<file path="src/rtl/mult_div_unit_pkg.sv">
// md_pkg: shared definitions for the multiply/divide unit.
//   - md_op_e    : operation encodings presented on op
//   - md_state_e : sequencing FSM states
//   - WIDTH_DEF  : default operand / HI / LO width
package md_pkg;

    localparam int WIDTH_DEF = 32;

    typedef enum logic [1:0] {
        MD_MULT  = 2'b00,
        MD_MULTU = 2'b01,
        MD_DIV   = 2'b10,
        MD_DIVU  = 2'b11
    } md_op_e;

    typedef enum logic [1:0] {
        IDLE = 2'b00,
        RUN  = 2'b01,
        FIX  = 2'b10
    } md_state_e;

endpackage

</file>
<file path="src/rtl/mult_div_unit_if.sv">
// Handshake / data bundle between the issue logic and the multiply/divide unit.
//   start, op, busA, busB   : operation request and operands
//   mt_we, mt_sel, busW     : MTHI / MTLO direct writes
//   hi, lo, busy, done      : architectural HI/LO and status
// master = requester side, slave = mult_div_unit side.
interface mult_div_unit_if #(parameter int WIDTH = 32);
    logic             start;
    logic [1:0]       op;
    logic [WIDTH-1:0] busA;
    logic [WIDTH-1:0] busB;
    logic             mt_we;
    logic             mt_sel;
    logic [WIDTH-1:0] busW;
    logic [WIDTH-1:0] hi;
    logic [WIDTH-1:0] lo;
    logic             busy;
    logic             done;

    modport master (
        output start, op, busA, busB, mt_we, mt_sel, busW,
        input  hi, lo, busy, done
    );

    modport slave (
        input  start, op, busA, busB, mt_we, mt_sel, busW,
        output hi, lo, busy, done
    );
endinterface

</file>
<file path="src/rtl/mult_div_unit_iter_step.sv">
// md_iter_step: one iteration of the magnitude datapath (pure combinational).
//   acc_i    : partial accumulator
//              multiply: {partial product high, remaining multiplier bits}
//              divide  : {partial remainder, remaining dividend / quotient bits}
//   opnd_i   : multiplicand (multiply) or divisor (divide) magnitude
//   is_div_i : 1 = restoring divide step, 0 = shift-add multiply step
//   acc_o    : accumulator after this iteration
module md_iter_step #(
    parameter int WIDTH = 32
) (
    input  logic [2*WIDTH-1:0] acc_i,
    input  logic [WIDTH-1:0]   opnd_i,
    input  logic               is_div_i,
    output logic [2*WIDTH-1:0] acc_o
);

    logic [WIDTH:0]   sum;
    logic [2*WIDTH:0] shl;
    logic [WIDTH:0]   trial;

    always_comb begin
        sum   = {1'b0, acc_i[2*WIDTH-1:WIDTH]} + {1'b0, opnd_i};
        shl   = {acc_i, 1'b0};
        // Partial remainder is always < 2*divisor, so a non-negative trial
        // fits in WIDTH bits and bit WIDTH acts as the borrow flag.
        trial = shl[2*WIDTH:WIDTH] - {1'b0, opnd_i};
        acc_o = acc_i;
        if (is_div_i) begin
            if (!trial[WIDTH]) begin
                acc_o = {trial[WIDTH-1:0], shl[WIDTH-1:1], 1'b1};
            end else begin
                acc_o = shl[2*WIDTH-1:0];
            end
        end else if (acc_i[0]) begin
            acc_o = {sum, acc_i[WIDTH-1:1]};
        end else begin
            acc_o = {1'b0, acc_i[2*WIDTH-1:1]};
        end
    end

endmodule

</file>
<file path="src/rtl/mult_div_unit.sv">
// mult_div_unit: iterative MULT/MULTU/DIV/DIVU engine holding HI/LO.
//   clk  : clock, rising edge
//   rstb : synchronous reset, active-high
//   bus  : mult_div_unit_if.slave (start/op/busA/busB, MT writes, hi/lo/busy/done)
// Signed operations run on magnitudes; signs are re-applied in FIX.
//
//   state | meaning
//   IDLE  | waiting for start; MTHI/MTLO writes accepted
//   RUN   | one datapath iteration per cycle, counter counting down
//   FIX   | sign correction, HI/LO written, done pulsed next cycle
module mult_div_unit
    import md_pkg::*;
#(
    parameter int WIDTH = WIDTH_DEF
) (
    input  logic            clk,
    input  logic            rstb,
    mult_div_unit_if.slave  bus
);

    localparam int ITER = WIDTH;
    localparam int CW   = $clog2(ITER + 1);

    md_state_e          state_q, state_d;
    logic [CW-1:0]      cnt_q, cnt_d;
    logic [2*WIDTH-1:0] acc_q, acc_d, acc_step;
    logic [WIDTH-1:0]   opnd_q, opnd_d;
    logic [WIDTH-1:0]   hi_q, hi_d, lo_q, lo_d;
    logic               is_div_q, is_div_d;
    logic               sgn_quo_q, sgn_quo_d;
    logic               sgn_rem_q, sgn_rem_d;
    logic               div0_q, div0_d;
    logic               done_q, done_d;

    logic               op_signed, op_div;
    logic [WIDTH-1:0]   a_mag, b_mag;
    logic [2*WIDTH-1:0] prod_fix;
    logic [WIDTH-1:0]   quo_fix, rem_fix;

    md_iter_step #(.WIDTH(WIDTH)) u_step (
        .acc_i    (acc_q),
        .opnd_i   (opnd_q),
        .is_div_i (is_div_q),
        .acc_o    (acc_step)
    );

    always_comb begin
        state_d   = state_q;
        cnt_d     = cnt_q;
        acc_d     = acc_q;
        opnd_d    = opnd_q;
        hi_d      = hi_q;
        lo_d      = lo_q;
        is_div_d  = is_div_q;
        sgn_quo_d = sgn_quo_q;
        sgn_rem_d = sgn_rem_q;
        div0_d    = div0_q;
        done_d    = 1'b0;

        op_signed = (bus.op == MD_MULT) || (bus.op == MD_DIV);
        op_div    = (bus.op == MD_DIV) || (bus.op == MD_DIVU);
        a_mag     = (op_signed && bus.busA[WIDTH-1]) ? -bus.busA : bus.busA;
        b_mag     = (op_signed && bus.busB[WIDTH-1]) ? -bus.busB : bus.busB;

        prod_fix  = sgn_quo_q ? -acc_q : acc_q;
        // Divide by zero leaves an all-ones quotient magnitude; force it so
        // the dividend sign cannot flip it. The remainder path already
        // reconstructs the latched dividend.
        quo_fix   = div0_q ? {WIDTH{1'b1}}
                           : (sgn_quo_q ? -acc_q[WIDTH-1:0] : acc_q[WIDTH-1:0]);
        rem_fix   = sgn_rem_q ? -acc_q[2*WIDTH-1:WIDTH] : acc_q[2*WIDTH-1:WIDTH];

        case (state_q)
            IDLE: begin
                if (bus.mt_we) begin
                    if (bus.mt_sel) hi_d = bus.busW;
                    else            lo_d = bus.busW;
                end
                if (bus.start) begin
                    is_div_d  = op_div;
                    sgn_quo_d = op_signed && (bus.busA[WIDTH-1] ^ bus.busB[WIDTH-1]);
                    sgn_rem_d = op_signed && bus.busA[WIDTH-1];
                    div0_d    = op_div && (bus.busB == '0);
                    opnd_d    = op_div ? b_mag : a_mag;
                    acc_d     = {{WIDTH{1'b0}}, (op_div ? a_mag : b_mag)};
                    cnt_d     = CW'(ITER);
                    state_d   = RUN;
                end
            end
            RUN: begin
                acc_d = acc_step;
                cnt_d = cnt_q - CW'(1);
                if (cnt_q == CW'(1)) state_d = FIX;
            end
            FIX: begin
                if (is_div_q) begin
                    lo_d = quo_fix;
                    hi_d = rem_fix;
                end else begin
                    hi_d = prod_fix[2*WIDTH-1:WIDTH];
                    lo_d = prod_fix[WIDTH-1:0];
                end
                done_d  = 1'b1;
                state_d = IDLE;
            end
            default: state_d = IDLE;
        endcase
    end

    always_ff @(posedge clk) begin
        if (rstb) begin
            state_q   <= IDLE;
            cnt_q     <= '0;
            acc_q     <= '0;
            opnd_q    <= '0;
            hi_q      <= '0;
            lo_q      <= '0;
            is_div_q  <= 1'b0;
            sgn_quo_q <= 1'b0;
            sgn_rem_q <= 1'b0;
            div0_q    <= 1'b0;
            done_q    <= 1'b0;
        end else begin
            state_q   <= state_d;
            cnt_q     <= cnt_d;
            acc_q     <= acc_d;
            opnd_q    <= opnd_d;
            hi_q      <= hi_d;
            lo_q      <= lo_d;
            is_div_q  <= is_div_d;
            sgn_quo_q <= sgn_quo_d;
            sgn_rem_q <= sgn_rem_d;
            div0_q    <= div0_d;
            done_q    <= done_d;
        end
    end

    assign bus.hi   = hi_q;
    assign bus.lo   = lo_q;
    assign bus.busy = (state_q != IDLE);
    assign bus.done = done_q;

endmodule

</file>
<file path="src/flat_wrapper.sv">
// flat-port wrapper written by rule: the top's interface ports become plain ports
module mult_div_unit_flat import md_pkg::*;
#(
    parameter int WIDTH = WIDTH_DEF
)
  (clk, rstb, bus_start, bus_op, bus_busA, bus_busB, bus_mt_we, bus_mt_sel, bus_busW, bus_hi, bus_lo, bus_busy, bus_done);
  mult_div_unit_if #(.WIDTH(WIDTH)) bus_i ();
  input  logic clk;
  input  logic rstb;
  input wire logic [$bits(bus_i.start)-1:0] bus_start;
  input wire logic [$bits(bus_i.op)-1:0] bus_op;
  input wire logic [$bits(bus_i.busA)-1:0] bus_busA;
  input wire logic [$bits(bus_i.busB)-1:0] bus_busB;
  input wire logic [$bits(bus_i.mt_we)-1:0] bus_mt_we;
  input wire logic [$bits(bus_i.mt_sel)-1:0] bus_mt_sel;
  input wire logic [$bits(bus_i.busW)-1:0] bus_busW;
  output wire logic [$bits(bus_i.hi)-1:0] bus_hi;
  output wire logic [$bits(bus_i.lo)-1:0] bus_lo;
  output wire logic [$bits(bus_i.busy)-1:0] bus_busy;
  output wire logic [$bits(bus_i.done)-1:0] bus_done;
  assign bus_i.start = bus_start;
  assign bus_i.op = bus_op;
  assign bus_i.busA = bus_busA;
  assign bus_i.busB = bus_busB;
  assign bus_i.mt_we = bus_mt_we;
  assign bus_i.mt_sel = bus_mt_sel;
  assign bus_i.busW = bus_busW;
  assign bus_hi = bus_i.hi;
  assign bus_lo = bus_i.lo;
  assign bus_busy = bus_i.busy;
  assign bus_done = bus_i.done;
  mult_div_unit #(.WIDTH(WIDTH)) u_core (.clk(clk), .rstb(rstb), .bus(bus_i));
endmodule
</file>
<file path="config.mk">
export PLATFORM = sky130hd
export DESIGN_NAME = mult_div_unit_flat
export DESIGN_NICKNAME = d
export VERILOG_FILES = /design/src/rtl/mult_div_unit_pkg.sv /design/src/rtl/mult_div_unit_if.sv /design/src/rtl/mult_div_unit_iter_step.sv /design/src/rtl/mult_div_unit.sv /design/src/flat_wrapper.sv
export SDC_FILE = /design/constraint.sdc
export NUM_CORES = 1
export LEC_CHECK = 0
export CAP_MARGIN = 20
export CORE_MARGIN = 2
export CORE_UTILIZATION = 35
export CTS_CLUSTER_SIZE = 30
export DETAILED_ROUTE_END_ITERATION = 7
export DONT_BUFFER_PORTS = 1
export PLACE_DENSITY_LB_ADDON = 0.3
export SLEW_MARGIN = 25
export SYNTH_ARGS = -nofsm -noshare
export SYNTH_HDL_FRONTEND = slang
export SYNTH_HIERARCHICAL = 1
export SYNTH_SLANG_ARGS = --single-unit
</file>
<file path="constraint.sdc">
create_clock -name clk -period 3.78 [get_ports clk]
set_clock_uncertainty 0.05 [all_clocks]
set_input_delay 0.756 -clock clk [delete_from_list [all_inputs] [get_ports clk]]
set_output_delay 0.756 -clock clk [all_outputs]
set_load 0.005 [all_outputs]
</file>
==> flow_summary.json <==
{
  "outcome": "finished clean",
  "grt_max_degree": 122,
  "numCtsBuffers": 17,
  "syn_area_mm2": 0.0151,
  "hold_viol_final": 0,
  "peakVddDrop_uv": 339,
  "cts_sinks": 173,
  "drtPass1Iterations": 6,
  "yosys-top-cells-count": "nand2_1 (232), a21oi_1 (202), dfxtp_1 (173)",
  "fp-row-count": 76,
  "syn-num-nets": 2186,
  "dp.cells": 2536,
  "syn_area_per_cell_um2": 7.50,
  "fin_crit_sh": 0.976,
  "critPathKind": "register to register",
  "synth_cells": 2011,
  "hpwl_um": 46600,
  "nNetsFinal": 2188,
  "yosys-top-cells-area": "dfxtp_1 (23%), a21oi_1 (6.7%), xnor2_1 (5.9%)",
  "htree_levels": 4,
  "yosys_warnings": 6,
  "postLayoutSetupSlackWorst_ns": 0.0922,
  "clock_latency_ns": 0.46,
  "synth_top_area_cell": "dfxtp_1",
  "totalWireLength_um": 60800,
  "core-area_mm2": 0.0428,
  "grt_pass1_vias": 15032,
  "synth.distinct_cells": 92,
  "place_congestion": 0.939,
  "finalMaxSlewViolations": 0,
  "yosysSeqAreaShare": 0.229,
  "grt_pass1_wl_um": 90600,
  "power.leakage_nw": 6.69,
  "multi_input_area_mm2": 0.0109,
  "async_reset_ff_frac": 0,
  "grt-ovfl-total": 0,
  "nFillCells": 4454,
  "layout.cells.non_filler": 2573,
  "cap_violations": 0,
  "required_ns": 4.13,
  "postCtsHoldBufs": 0,
  "drive_gt1_frac": 0.109,
  "ios": 169,
  "worstSetupEndpointType": "register",
  "period_minus_slack_ns": 3.69,
  "vias": 16147,
  "min_path_type": "input pin to register",
  "remaining_drc_errors": 0,
  "cp_max_fo": 3,
  "antenna_found_initial": 1,
  "die_w_um": 212,
  "clk_pin_slew_ns": 0.08,
  "grt_use_total": 0.264,
  "synth_edf_count": 0,
  "portBuffers": 0,
  "die-area_mm2": 0.0448,
  "start_util": 0.353,
  "synth-main-ff-cell": "dfxtp_1",
  "drtIter0Drc": 1750,
  "startpoint_type": "register",
  "area_growth_syn_to_layout_pct": 10.9,
  "slew_headroom": 0.303,
  "setup_viol": 0,
  "dp_slack_ns": 0.0947,
  "cts_tree": "yes",
  "arrival_ns": 4.03,
  "fmax_ghz": 0.271,
  "netlist.area_leader.share": 0.229,
  "p_per_area_mw_per_mm2": 374,
  "viasPerCell": 6.28,
  "seq_area_mm2": 0.00347,
  "clockRootBuffer": "clkbuf_16",
  "die_h_um": 212,
  "ys_ff_latch": 173,
  "post-synth-top-count-cell": "nand2_1",
  "drt-wirelength-per-cell_um": 23.6,
  "ant_nets": 0,
  "worst_pin_slew_ns": 1.04,
  "ctsLongestPathBuffers": 2
}
-- kinds of logic (layout without fill, tap and decap cells) --
group                      Yosys count  in the layout  synth area share
xor gates and xnor gates           165            165            0.0958
other                                0              1                 0
adders and majority gates           72             72            0.0607
muxes                               67             67            0.0470
buffers and inverters              193            208            0.0555
and+or+nand+nor                    672            672             0.219
AOI/OAI and AO/OA                  669            669             0.293
DFF                                173            173             0.229
-- what timing repair did --
action                                  4_1_cts  5_1_grt
resized for setup                             0       11
buffers inserted                              0        3
endpoints found under the setup margin        0       29
-- worst max-delay path, cell delays in order (launching register included) --
cell and delay, ns:
dfxtp_1 0.31, ha_1 0.31, a211o_1 0.32, a21oi_4 0.20, a2111oi_1 0.12, or4_4 0.56
a311o_1 0.37, a221o_1 0.38, a21o_1 0.22, a31oi_1 0.20, mux2_1 0.35, a22oi_2 0.12
a22o_1 0.15
-- path summary, 6_finish.rpt --
kind	startpoint	end	slack, ns	cells after the start
worst max-delay path	u_core/acc_q[33]$_SDFFE_PP0P_	u_core/acc_q[62]$_SDFFE_PP0P_	0.09	12
worst min-delay path	rstb	u_core/cnt_q[5]$_SDFFE_PP0P_	0.31	1
worst max register to register	u_core/acc_q[33]$_SDFFE_PP0P_	u_core/acc_q[62]$_SDFFE_PP0P_	0.09	12
worst min register to register	u_core/cnt_q[5]$_SDFFE_PP0P_	u_core/cnt_q[5]$_SDFFE_PP0P_	0.42	1
-- per-stage QoR --
stage	hold slack, ns	cell area, um2	TNS (ns)	util	total power [mW]
after floorplan	0.385	15100	0	-	3.67
after global placement	0.400	16000	0	0.375	4.30
after detailed placement	0.411	16000	0	0.375	4.32
after CTS	0.294	16600	0	0.389	6.20
after global routing	0.290	16700	-0.0289	0.391	6.53
final	0.308	16700	0	0.391	6.26
-- per-layer routing --
metal / vias to the layer above / GRT usage / routed length [um]
met4: 2 / 0.136 / 3010
met3: 150 / 0.0430 / 4360
li1: 7463 / - / -
met1: 7801 / 0.333 / 25000
met2: 731 / 0.432 / 28400
met5: - / 0 / 12
-- where the power goes --
group	switching, mW	total, mW	internal (mW)
Clock	0.887	1.88	0.993
Combinational	1.37	2.28	0.910
Sequential	0.152	2.10	1.95
Total	2.41	6.26	3.85
-- flip-flops by register name, indices dropped and copies added, names as in the netlist, 2 cells and up --
| name | flops |
|---|---|
| u_core/acc_q | 64 |
| u_core/bus.hi | 32 |
| u_core/bus.lo | 32 |
| u_core/opnd_q | 32 |
| u_core/cnt_q | 6 |
| u_core/state_q | 2 |
-- layout by cell type, fill, tap and decap left out, drive strengths merged, types with 42 or more instances in the layout --
| cell | n |
|---|---|
| a21oi | 203 |
| inv | 70 |
| dfxtp | 173 |
| xnor2 | 102 |
| buf | 109 |
| nand2 | 232 |
| nand3 | 42 |
| xor2 | 63 |
| nor3 | 42 |
| o21ai | 113 |
| nor2 | 133 |
| ha | 70 |
-- layout make-up --
| class | instances | area share |
|---|---|---|
| Inverter | 66 | 0.0148 |
| Sequential cell | 173 | 0.207 |
| Tap cell | 546 | 0.0408 |
| Clock buffer | 20 | 0.0280 |
| Multi-Input combinational cell | 1645 | 0.649 |
| Antenna cell | 1 | 0.000150 |
| Timing Repair Buffer | 110 | 0.0519 |
| Clock inverter | 12 | 0.00845 |
(Power assumes the default switching activity.)
